[config.mk]
export PLATFORM = sky130hd
export DESIGN_NAME = bit_sync_edge_filter
export DESIGN_NICKNAME = d
export VERILOG_FILES = /design/src/rtl/bit_sync_edge_filter_pkg.sv /design/src/rtl/bit_sync_edge_filter_chan.sv /design/src/rtl/bit_sync_edge_filter.sv
export SDC_FILE = /design/constraint.sdc
export NUM_CORES = 1
export LEC_CHECK = 0
export CELL_PAD_IN_SITES_DETAIL_PLACEMENT = 2
export CELL_PAD_IN_SITES_GLOBAL_PLACEMENT = 2
export CORE_MARGIN = 2
export CORE_UTILIZATION = 34
export DETAILED_ROUTE_END_ITERATION = 8
export GPL_ROUTABILITY_DRIVEN = 0
export PLACE_DENSITY_LB_ADDON = 0.1
export SYNTH_ARGS = -nofsm -noshare
export SYNTH_HDL_FRONTEND = slang
export SYNTH_HIERARCHICAL = 1
export SYNTH_SLANG_ARGS = --single-unit
[constraint.sdc]
create_clock -name CLK -period 1.6 [get_ports CLK]
set_input_delay 0.32 -clock CLK [delete_from_list [all_inputs] [get_ports CLK]]
set_output_delay 0.32 -clock CLK [all_outputs]
set_load 0.03 [all_outputs]
[src/rtl/bit_sync_edge_filter_pkg.sv]
// Shared constants and helpers for the synchronizer/edge-filter slice.
// Latency: n/a (package only).
// Backpressure: n/a (package only).
package lpcs_sync_pkg;

  // A single flop gives no metastability settling time, so two is the floor.
  localparam int MIN_SYNC_STAGES = 2;

  // Ceiling log2, usable in constant expressions for counter widths.
  function automatic int clog2(input int value);
    int r;
    r = 0;
    while ((1 << r) < value) r = r + 1;
    return r;
  endfunction

endpackage

[src/rtl/bit_sync_edge_filter_chan.sv]
// Single channel: NUM_STAGES-flop synchronizer, stability counter, rise/fall strobes.
// Latency: NUM_STAGES+FILT_CYCLES edges filtered, NUM_STAGES+1 edges in bypass.
// Backpressure: none; free-running level path, pulses are one cycle and never held.
module sync_filt_chan
  import lpcs_sync_pkg::*;
#(
  parameter int NUM_STAGES  = 2,
  parameter int FILT_CYCLES = 4
) (
  input  logic clk,
  input  logic rst_n,
  input  logic async_lvl,
  input  logic filt_en,
  output logic sync_lvl,
  output logic rise,
  output logic fall
);

  localparam int CNT_W = clog2(FILT_CYCLES + 1);
  localparam logic [CNT_W-1:0] CNT_LAST = CNT_W'(FILT_CYCLES - 1);

  logic [NUM_STAGES-1:0] stages;
  logic [CNT_W-1:0]      cnt;
  logic                  raw;

  assign raw = stages[NUM_STAGES-1];

  // Plain shift chain: only stages[0] sees the asynchronous input.
  always_ff @(posedge clk) begin
    if (!rst_n) begin
      stages <= '0;
    end else begin
      stages <= {stages[NUM_STAGES-2:0], async_lvl};
    end
  end

  // Accept a new level only after it has persisted; pulses mark each accepted change.
  always_ff @(posedge clk) begin
    if (!rst_n) begin
      cnt      <= '0;
      sync_lvl <= 1'b0;
      rise     <= 1'b0;
      fall     <= 1'b0;
    end else begin
      rise <= 1'b0;
      fall <= 1'b0;
      if (!filt_en) begin
        // Bypass: follow raw directly and keep the counter parked at zero.
        cnt <= '0;
        if (raw != sync_lvl) begin
          sync_lvl <= raw;
          rise     <= raw;
          fall     <= ~raw;
        end
      end else if (raw == sync_lvl) begin
        cnt <= '0;
      end else if (cnt == CNT_LAST) begin
        sync_lvl <= raw;
        cnt      <= '0;
        rise     <= raw;
        fall     <= ~raw;
      end else begin
        cnt <= cnt + CNT_W'(1);
      end
    end
  end

endmodule

[src/rtl/bit_sync_edge_filter.sv]
// Multi-channel async level conditioner: per-bit sync + debounce + edge strobes.
// Latency: NUM_STAGES+FILT_CYCLES edges filtered, NUM_STAGES+1 edges in bypass.
// Backpressure: none; channels are independent and not coherent with each other.
module bit_sync_edge_filter
  import lpcs_sync_pkg::*;
#(
  parameter int BUS_WIDTH   = 4,
  parameter int NUM_STAGES  = 2,
  parameter int FILT_CYCLES = 4
) (
  input  logic                 CLK,
  input  logic                 rst_n,
  input  logic [BUS_WIDTH-1:0] Async,
  input  logic                 Filt_En,
  output logic [BUS_WIDTH-1:0] Sync,
  output logic [BUS_WIDTH-1:0] Rise_Pulse,
  output logic [BUS_WIDTH-1:0] Fall_Pulse,
  output logic                 Any_Edge
);

  // Reject parameterisations that would break synchronization or the counter.
  if (NUM_STAGES < MIN_SYNC_STAGES) begin : g_chk_stages
    $error("NUM_STAGES must be at least MIN_SYNC_STAGES");
  end
  if (FILT_CYCLES < 1) begin : g_chk_filt
    $error("FILT_CYCLES must be at least 1");
  end

  // One independent conditioner per bit.
  for (genvar i = 0; i < BUS_WIDTH; i++) begin : g_chan
    sync_filt_chan #(
      .NUM_STAGES (NUM_STAGES),
      .FILT_CYCLES(FILT_CYCLES)
    ) u_chan (
      .clk      (CLK),
      .rst_n    (rst_n),
      .async_lvl(Async[i]),
      .filt_en  (Filt_En),
      .sync_lvl (Sync[i]),
      .rise     (Rise_Pulse[i]),
      .fall     (Fall_Pulse[i])
    );
  end

  // Summary strobe derived from the registered pulses.
  assign Any_Edge = |(Rise_Pulse | Fall_Pulse);

endmodule
==> results of run 1 <==
## per-layer routing
layer | up-vias | wire (microns) | track usage, %
li1 | 523 | - | -
met5 | - | 0 | 0
met3 | 4 | 94 | 3.95
met4 | 0 | 39 | 5.25
met2 | 14 | 1740 | 28.4
met1 | 512 | 1300 | 16.9
## registers in the layout, summed over array words and instances (netlist names)
register	count
g_chan.u_chan/sync_lvl	4
g_chan.u_chan/stages	8
g_chan.u_chan/rise	4
g_chan.u_chan/fall	4
g_chan.u_chan/cnt	12
## cell usage in the layout (no fill, tap or decap), types with 2 or more instances in the layout
master	netlist	routed
a21boi_1	3	3
and2_1	9	9
and2b_1	2	2
and4bb_1	2	2
buf_4	0	6
clkbuf_8	0	7
clkdlybuf4s50_1	0	6
dfxtp_1	32	32
dlygate4sd2_1	0	12
ha_1	20	20
inv_1	16	16
nand2_1	6	6
nand2b_1	3	3
nand4b_1	4	4
nand4bb_1	3	3
nor2_1	9	9
nor2b_1	5	5
nor3_1	2	2
o211ai_1	4	4
o21a_1	3	3
o31ai_1	4	4
## worst reg2reg max path, stage by stage, from the launching register on
cell	delay (ns)
dfxtp_1	0.39
inv_1	0.07
ha_1	0.39
o32ai_1	0.29
and2_1	0.16
## power groups by stage
stage	Clock, uW	Sequential [uW]	Combinational [uW]
3_5_place_dp	0	838	108
2_1_floorplan	0	841	41.9
5_1_grt	720	821	116
3_3_place_gp	0	837	100
6_report	647	821	104
4_1_cts	668	820	107
## area by class of cell
cell class | count | share of cell area [%]
multi-input combinational | 87 | 39.5
clock buffer | 7 | 5.33
inverter | 16 | 3.32
sequential | 32 | 35.4
tap | 50 | 3.46
timing repair buffer | 26 | 13.0
## cell families after synthesis
family / after synthesis
AO/OA/AOI/OAI: 16
adder cells (fa/ha/maj): 20
buffers and inverters: 16
flip-flops: 32
AND/OR/NAND/NOR: 51
## per-stage QoR
stage	hold slack (ns)	util, %	instance area (sq um)	cells	setup TNS [ns]
finish	0.420	45.6	1810	218	0
global route	0.443	45.6	1810	218	0
CTS	0.428	45.5	1810	218	-0.0525
detailed placement	0.419	43.3	1720	211	-0.140
global placement	0.407	43.3	1720	211	-0.0726
floorplan	0.399	-	1400	135	0
## what timing repair did
action,in CTS,in global routing
setup endpoints to repair,13,1
pin swaps,1,0
gates resized for setup,16,3
## final timing paths
check	start	end	slack, ns	cells after the start
hold reg to reg	g_chan[2].u_chan/cnt[0]$_SDFF_PP0_	g_chan[2].u_chan/cnt[0]$_SDFF_PP0_	0.42	1
hold / removal	g_chan[2].u_chan/cnt[0]$_SDFF_PP0_	g_chan[2].u_chan/cnt[0]$_SDFF_PP0_	0.42	1
setup reg to reg	g_chan[3].u_chan/sync_lvl$_SDFFE_PN0P_	g_chan[3].u_chan/fall$_SDFF_PN0_	0.26	4
setup / recovery	g_chan[0].u_chan/fall$_SDFF_PN0_	Fall_Pulse[0]	0.08	2
==> metrics.txt, run 1 <==
outcome complete, no violations; fraction of registers with async set/reset 0%; maxcap violations 0; storage element area 641 sq um; synth cell count leaders dfxtp_1, ha_1, inv_1, and2_1, nor2_1; die area 4650 sq um; Critical Path Start Type flip-flop; hpwl dp 2420 microns; Power Density 869 nW/um^2; Crit Path Class flip-flop to output port; syn avg cell area 10.4 sq um; Max Transition Viols Final 0; Post-CTS Hold Buffers 0; Post-Syn Instances 135; Synth Area in Simple Gates 23.4%; Clock power frac 41.2%; Routed WL 3180 microns; total grt overflow 0; DR DRC count 0; initial core utilization 35.3%; CP max-delay cell dfxtp_1; endpoints failing setup 0; YS warnings 6; FP Rows 23; CTS Sinks 32; leakage power 0.000786 uW; Num CTS Buffers 5; critical path cell sequence buf_4 -> dlygate4sd2_1; Buf/Inv on CP 2; period utilization 94.9%; synth top area cells dfxtp_1, ha_1, inv_1; first-pass GRT wire length 5170 microns; final hold vios 0; CTS tree done; Least-Margin Pin Slew 0.332 ns; largest net degree at the start of global routing 25; CTS Root Cell clkbuf_8; delay-heaviest family, CP buffers and inverters; sequential area share after synthesis 45.8%; Max clock buf depth 2; layout cells sized above 1 10.1%; synthesized area 1400 sq um; adder-cell share of the synthesized area 17.9%; Post-synth EDFFs 0; total track usage 15.4%; Ant. Diodes 0; most numerous cell in the Yosys netlist dfxtp_1; area share of the largest cell type after synthesis 45.8%; Worst EP arrival 1.20 ns; combinational share of power 6.6%; DR iter-0 viols 18; type of the tightest min-delay check flip-flop to flip-flop; Required @ worst endpoint 1.28 ns; Crit Path Max Fanout 2; worst skew pair latency 0.27 ns; min Tclk post-route 1.52 ns; total power 1570 uW; core area 3970 sq um; Final Skew 0.00376 ns; Fillers 433; largest family of logic cells by synthesized area simple AND/OR/NAND/NOR gates; Place WS -0.140 ns; vias in the first global route 1139; antenna violation net count after detailed routing 0; Net Count, Synth 162; initial antenna violation count 0; Synth Area in Compound Gates 8.67%; Layout area overhead 29.2%; multi-input logic area 714 sq um; Routed WL per cell 14.6 microns; Port Buffers 19; vias per cell 4.83; Sw Pwr 327 uW; sw frac 20.8%; htree depth 2; Worst IR Drop VDD 0.000744 V; Die Ht 68.2 microns; library cells used by synthesis 24; max frequency 0.659 GHz; I/O pin cnt 20; max_slew headroom 78.0%; clock slew at reported path FFs 0.06 ns; CP endpoint kind output port; RSZ-0062 raised after global routing false; Post-CTS Repair Setup Buffers 0; ys flop type dfxtp_1; Synth Register Bits 32; Setup WS post-layout 0.0817 ns; post-synthesis xor/xnor area fraction 0%; internal power 1240 uW; Die X-Extent 68.2 microns; mux share of post-synthesis cell area 0%; Worst path max stage delay 0.40 ns; routed vias 1053; drt pass-1 iters 2; Yosys top cell by area dfxtp_1; Nets 195; sequential group share of total power 52.2%
No activity file was read; power rests on OpenSTA's default activity.
==> run 2: changes to the inputs <==
--- a/config.mk
+++ b/config.mk
@@ -11,7 +11,7 @@
 export CORE_UTILIZATION = 34
 export DETAILED_ROUTE_END_ITERATION = 8
 export GPL_ROUTABILITY_DRIVEN = 0
-export PLACE_DENSITY_LB_ADDON = 0.1
+export PLACE_DENSITY = 0.86
 export SYNTH_ARGS = -nofsm -noshare
 export SYNTH_HDL_FRONTEND = slang
 export SYNTH_HIERARCHICAL = 1
==> metrics.txt, run 2 (synthesis gave the netlist of run 1 again) <==
Worst EP arrival 1.10 ns (was 1.20 ns); Crit Path Class flip-flop to output port (unchanged); DR DRC count 0 (unchanged); Final Skew 0.00297 ns (was 0.00376 ns); initial core utilization 35.3% (unchanged); leakage power 0.000756 uW (was 0.000786 uW); vias per cell 4.80 (was 4.83); htree depth 2 (unchanged); CTS Root Cell clkbuf_8 (unchanged); commonest cells after routing, fill and taps aside dfxtp_1, ha_1, inv_1 (unchanged); met2 wire len 1560 microns (was 1740 microns); Power Density 870 nW/um^2 (was 869 nW/um^2); layout cells sized above 1 7.88% (was 10.1%); CTS Sinks 32 (unchanged); Crit Path Max Fanout 2 (unchanged); Final Non-Filler Cells 215 (was 218); Required @ worst endpoint 1.28 ns (about the same); Inst Count DP 207 (was 211); dpl cell area 1690 sq um (was 1720 sq um); largest net degree at the start of global routing 25 (unchanged); die area 4650 sq um (unchanged); Routed WL per cell 13.4 microns (was 14.6 microns); sequential group share of total power 53.3% (was 52.2%); Layout area overhead 26.5% (was 29.2%); CTS tree done (unchanged); I/O pin cnt 20 (unchanged); Fillers 425 (was 433); Largest Register g_chan.u_chan/cnt (unchanged); total grt overflow 0 (unchanged); worst skew pair latency 0.27 ns (about the same); Max Transition Viols Final 0 (unchanged); final hold vios 0 (unchanged); max frequency 0.702 GHz (was 0.659 GHz); top flop regs g_chan.u_chan/cnt (12), g_chan.u_chan/stages (8) (unchanged); max_slew headroom 75.7% (was 78.0%); Worst IR Drop VDD 0.000356 V (was 0.000744 V); hpwl dp 2210 microns (was 2420 microns); Least-Margin Pin Slew 0.359 ns (was 0.332 ns); sw frac 21.4% (was 20.8%); clock slew at reported path FFs 0.06 ns (about the same); DR iter-0 viols 32 (was 18); min Tclk post-route 1.42 ns (was 1.52 ns); FP Rows 23 (unchanged); vias in the first global route 1064 (was 1139); max reg flops 12 (unchanged); endpoints failing setup 0 (unchanged); core area 3970 sq um (unchanged); RSZ-0062 raised after global routing false (unchanged); met3 WL 141 microns (was 94 microns); drt pass-1 iters 3 (was 2); Post-CTS Hold Buffers 0 (unchanged); Routed WL 2880 microns (was 3180 microns); internal power 1210 uW (was 1240 uW); Port Buffers 19 (unchanged); maxcap violations 0 (unchanged); Num CTS Buffers 5 (unchanged); type of the tightest min-delay check flip-flop to flip-flop (unchanged); Sw Pwr 329 uW (was 327 uW); Max clock buf depth 2 (unchanged); Ant. Diodes 0 (unchanged); antenna violation net count after detailed routing 0 (unchanged); period utilization 89.0% (was 94.9%); final hold slack 0.427 ns (was 0.420 ns); initial antenna violation count 0 (unchanged); first-pass GRT wire length 4880 microns (was 5170 microns); Final Cell Area 1770 sq um (was 1810 sq um); outcome complete, no violations (unchanged); storage element area 641 sq um (unchanged); multi-input logic area 712 sq um (was 714 sq um); Die X-Extent 68.2 microns (unchanged); combinational share of power 6.5% (was 6.6%); wl on met1 1160 microns (was 1300 microns); CP endpoint kind output port (unchanged); Top Layer Used met4 (unchanged); Critical Path Start Type flip-flop (unchanged); Die Ht 68.2 microns (unchanged); Nets 191 (was 195); total track usage 14.6% (was 15.4%); routed vias 1032 (was 1053); commonest non-fill, non-tap cell in the layout dfxtp_1 (unchanged); total power 1540 uW (was 1570 uW); fin util 44.6% (was 45.6%); Clock power frac 40.3% (was 41.2%)
run 2: cell types whose count changed in the layout (fill, tap and decap cells not counted):
cell | previous run | this run
buf_4 | 6 | 2
nor4_2 | 0 | 2
clkbuf_8 | 7 | 6
nor4_4 | 1 | 0
clkbuf_1 | 0 | 2
nor4_1 | 1 | 0
run 2: layout make-up:
type	instances	share of cell area, %
multi-input combinational	87	40.2
inverter	16	3.39
timing repair buffer	22	11.6
clock buffer	8	5.09
tap	50	3.53
sequential	32	36.2
run 2: worst paths after layout:
path                                     startpoint                            endpoint  depth (start not counted)  slack, ns
max                g_chan[3].u_chan/fall$_SDFF_PN0_                            Any_Edge                          3       0.18
min              g_chan[2].u_chan/cnt[0]$_SDFF_PP0_  g_chan[2].u_chan/cnt[0]$_SDFF_PP0_                          1       0.43
max reg2reg  g_chan[1].u_chan/sync_lvl$_SDFFE_PN0P_    g_chan[1].u_chan/fall$_SDFF_PN0_                          4       0.21
min reg2reg      g_chan[2].u_chan/cnt[0]$_SDFF_PP0_  g_chan[2].u_chan/cnt[0]$_SDFF_PP0_                          1       0.43
run 2: stage by stage:
step / setup TNS (ns) / setup slack, ns
after global placement: 0 / 0.0519
after CTS: 0 / 0.00103
after detailed placement: -0.00727 / -0.00727
final: 0 / 0.175
after floorplan: 0 / 0.209
after global routing: 0 / 0.100
run 2: power by group through the flow:
stage	clock network [uW]	registers [uW]	logic (uW)
6_report	620	821	99.6
3_3_place_gp	0	836	98.0
4_1_cts	645	820	102
5_1_grt	701	822	111
2_1_floorplan	0	841	41.9
3_5_place_dp	0	838	104
run 2: timing repair:
item / in CTS / in global routing
resized for setup: 15 / 4
hold endpoints to repair: 0 / 0
pin swaps: 0 / 0
buffers inserted: 0 / 0
endpoints found under the setup margin: 13 / 1
run 2: routing by layer:
layer | vias up | GRT usage [%]
li1 | 513 | -
met2 | 19 | 25.1
met1 | 498 | 16.2
met3 | 2 | 5.59
met5 | - | 0
met4 | 0 | 5.75
run 2: critical path, stage by stage (launching register included):
cell     delay [ns]
dfxtp_1        0.32
nor4_2         0.27
nand2_1        0.07
buf_2          0.18
==> run 3: changes to the inputs <==
--- a/config.mk
+++ b/config.mk
@@ -11,8 +11,7 @@
 export CORE_UTILIZATION = 34
 export DETAILED_ROUTE_END_ITERATION = 8
 export GPL_ROUTABILITY_DRIVEN = 0
-export PLACE_DENSITY = 0.86
+export PLACE_DENSITY = 0.85
 export SYNTH_ARGS = -nofsm -noshare
 export SYNTH_HDL_FRONTEND = slang
-export SYNTH_HIERARCHICAL = 1
 export SYNTH_SLANG_ARGS = --single-unit
==> metrics.txt, run 3 <==
Crit Path Class flip-flop to output port (unchanged); sequential area share after synthesis 41.8% (was 45.8%); I/O pin cnt 20 (unchanged); outcome complete, no violations (unchanged); most numerous cell in the Yosys netlist dfxtp_1 (unchanged); Post-Syn Instances 147 (was 135); first-pass GRT wire length 5450 microns (was 4880 microns); RSZ-0062 raised after global routing false (unchanged); Max clock buf depth 2 (unchanged); final hold slack 0.441 ns (was 0.427 ns); leakage power 0.000730 uW (was 0.000756 uW); Worst IR Drop VDD 0.000321 V (was 0.000356 V); max_slew headroom 78.8% (was 75.7%); CP max-delay cell dfxtp_1 (unchanged); min Tclk post-route 1.50 ns (was 1.42 ns); top flop regs g_chan.u_chan.cnt (12), g_chan.u_chan.stages (8) (was g_chan.u_chan/cnt (12), g_chan.u_chan/stages (8)); antenna violation net count after detailed routing 0 (unchanged); total grt overflow 0 (unchanged); Net Count, Synth 174 (was 162); Required @ worst endpoint 1.28 ns (about the same); synth cell count leaders dfxtp_1, ha_1, inv_1, buf_4 (was dfxtp_1, ha_1, inv_1, and2_1, nor2_1); Port Buffers 19 (unchanged); synth top area cells dfxtp_1, ha_1, buf_4 (was dfxtp_1, ha_1, inv_1); final hold vios 0 (unchanged); Nets 187 (was 191); fraction of registers with async set/reset 0% (unchanged); commonest cells after routing, fill and taps aside dfxtp_1, ha_1, inv_1 (unchanged); synthesized area 1530 sq um (was 1400 sq um); Final Skew 0.00195 ns (was 0.00297 ns); CTS tree done (unchanged); Ant. Diodes 0 (unchanged); FP Rows 24 (was 23); Inst Count DP 205 (was 207); DR DRC count 0 (unchanged); setup TNS 0 ns (unchanged); vias in the first global route 1135 (was 1064); largest net degree at the start of global routing 21 (was 25); YS warnings 0 (was 6); Least-Margin Pin Slew 0.317 ns (was 0.359 ns); type of the tightest min-delay check flip-flop to flip-flop (unchanged); DR iter-0 viols 41 (was 32); Crit Path Max Fanout 2 (unchanged); initial antenna violation count 0 (unchanged); clock slew at reported path FFs 0.06 ns (about the same); CTS Sinks 32 (unchanged); period utilization 93.9% (was 89.0%); core area 4350 sq um (was 3970 sq um); layout cells sized above 1 11.3% (was 7.88%); Num CTS Buffers 5 (unchanged); Routed WL 3170 microns (was 2880 microns); Die Ht 71.1 microns (was 68.2 microns); Post-CTS Hold Buffers 0 (unchanged); critical path cell sequence nor4_2 -> nand2_1 -> buf_2 (unchanged); hpwl dp 2380 microns (was 2210 microns); total track usage 14.4% (was 14.6%); Critical Path Start Type flip-flop (unchanged); fin util 41.2% (was 44.6%); die area 5060 sq um (was 4650 sq um); endpoints failing setup 0 (unchanged); Largest Register g_chan.u_chan.cnt (was g_chan.u_chan/cnt); area share of the largest cell type after synthesis 41.8% (was 45.8%); total power 1610 uW (was 1540 uW); max frequency 0.666 GHz (was 0.702 GHz); Max Transition Viols Final 0 (unchanged); Die X-Extent 71.1 microns (was 68.2 microns); maxcap violations 0 (unchanged); drt pass-1 iters 4 (was 3); Post-synth EDFFs 0 (unchanged); Worst path max stage delay 0.32 ns (about the same); R2R setup slack 0.17 ns (was 0.21 ns); Final Non-Filler Cells 212 (was 215); vias per cell 4.91 (was 4.80); commonest non-fill, non-tap cell in the layout dfxtp_1 (unchanged); Yosys top cell by area dfxtp_1 (unchanged); syn avg cell area 10.4 sq um (about the same); routed vias 1040 (was 1032); Layout area overhead 17.2% (was 26.5%); htree depth 2 (unchanged); worst skew pair latency 0.29 ns (was 0.27 ns); max reg flops 12 (unchanged); CTS Root Cell clkbuf_8 (unchanged); initial core utilization 35.2% (was 35.3%); Synth Register Bits 32 (unchanged); library cells used by synthesis 23 (was 24); Routed WL per cell 14.9 microns (was 13.4 microns); Power Density 894 nW/um^2 (was 870 nW/um^2); ys flop type dfxtp_1 (unchanged); CP endpoint kind output port (unchanged); Worst EP arrival 1.18 ns (was 1.10 ns)
run 3: power by group:
part / total (uW) / internal [uW] / leakage, uW / switching (uW)
registers: 820 / 811 / 0.000260 / 9.74
clock network: 678 / 383 / 0.0000503 / 295
logic: 107 / 50.1 / 0.000420 / 56.9
total: 1610 / 1240 / 0.000730 / 362
run 3: logic make-up after synthesis:
logic type      synth area share (%)
compound gates                  8.01
fa+ha+maj                       16.3
buf+inv                         11.4
flops                           41.8
simple gates                    22.4
run 3: metrics by stage:
step / instance area, sq um / setup slack (ns)
5_1_grt: 1800 / 0.0172
6_report: 1800 / 0.0980
4_1_cts: 1800 / -0.0561
3_5_place_dp: 1710 / -0.122
3_3_place_gp: 1710 / 0.0540
2_1_floorplan: 1530 / 0.294
run 3: worst max-delay path, delay by kind of cell, from the launching register on:
family	cells	cell delay [ns]
flip-flops	1	0.32
buffers and inverters	1	0.18
AND/OR/NAND/NOR	2	0.39
run 3: routing by layer:
metal	global-route usage [%]	share of wire [%]	vias up
li1	-	-	518
met4	7.55	2.5	0
met1	16.1	42	495
met2	24.8	51	21
met5	0	0	-
met3	3.85	4.4	6
run 3: what timing repair did:
action                     CTS  global route
gates cloned                 0             0
setup buffers                0             0
setup endpoints to repair   13             1
pin swaps                    0             0
gates resized for setup     16             3
run 3: layout make-up:
| cell class | instances | area (sq um) |
|---|---|---|
| Clock buffer | 7 | 96.3 |
| Fill cell | 454 | 2560 |
| Inverter | 14 | 52.6 |
| Multi-Input combinational cell | 84 | 728 |
| Sequential cell | 32 | 641 |
| Tap cell | 52 | 65.1 |
| Timing Repair Buffer | 23 | 213 |
run 3: worst paths after layout:
kind                                                       startpoint                                 end  depth (start not counted)
worst max-delay path                 g_chan[0].u_chan.fall$_SDFF_PN0_                            Any_Edge                          3
worst min-delay path               g_chan[2].u_chan.cnt[0]$_SDFF_PP0_  g_chan[2].u_chan.cnt[0]$_SDFF_PP0_                          1
worst max register to register  g_chan[3].u_chan.stages[1]$_SDFF_PN0_    g_chan[3].u_chan.fall$_SDFF_PN0_                          4
worst min register to register     g_chan[2].u_chan.cnt[0]$_SDFF_PP0_  g_chan[2].u_chan.cnt[0]$_SDFF_PP0_                          1
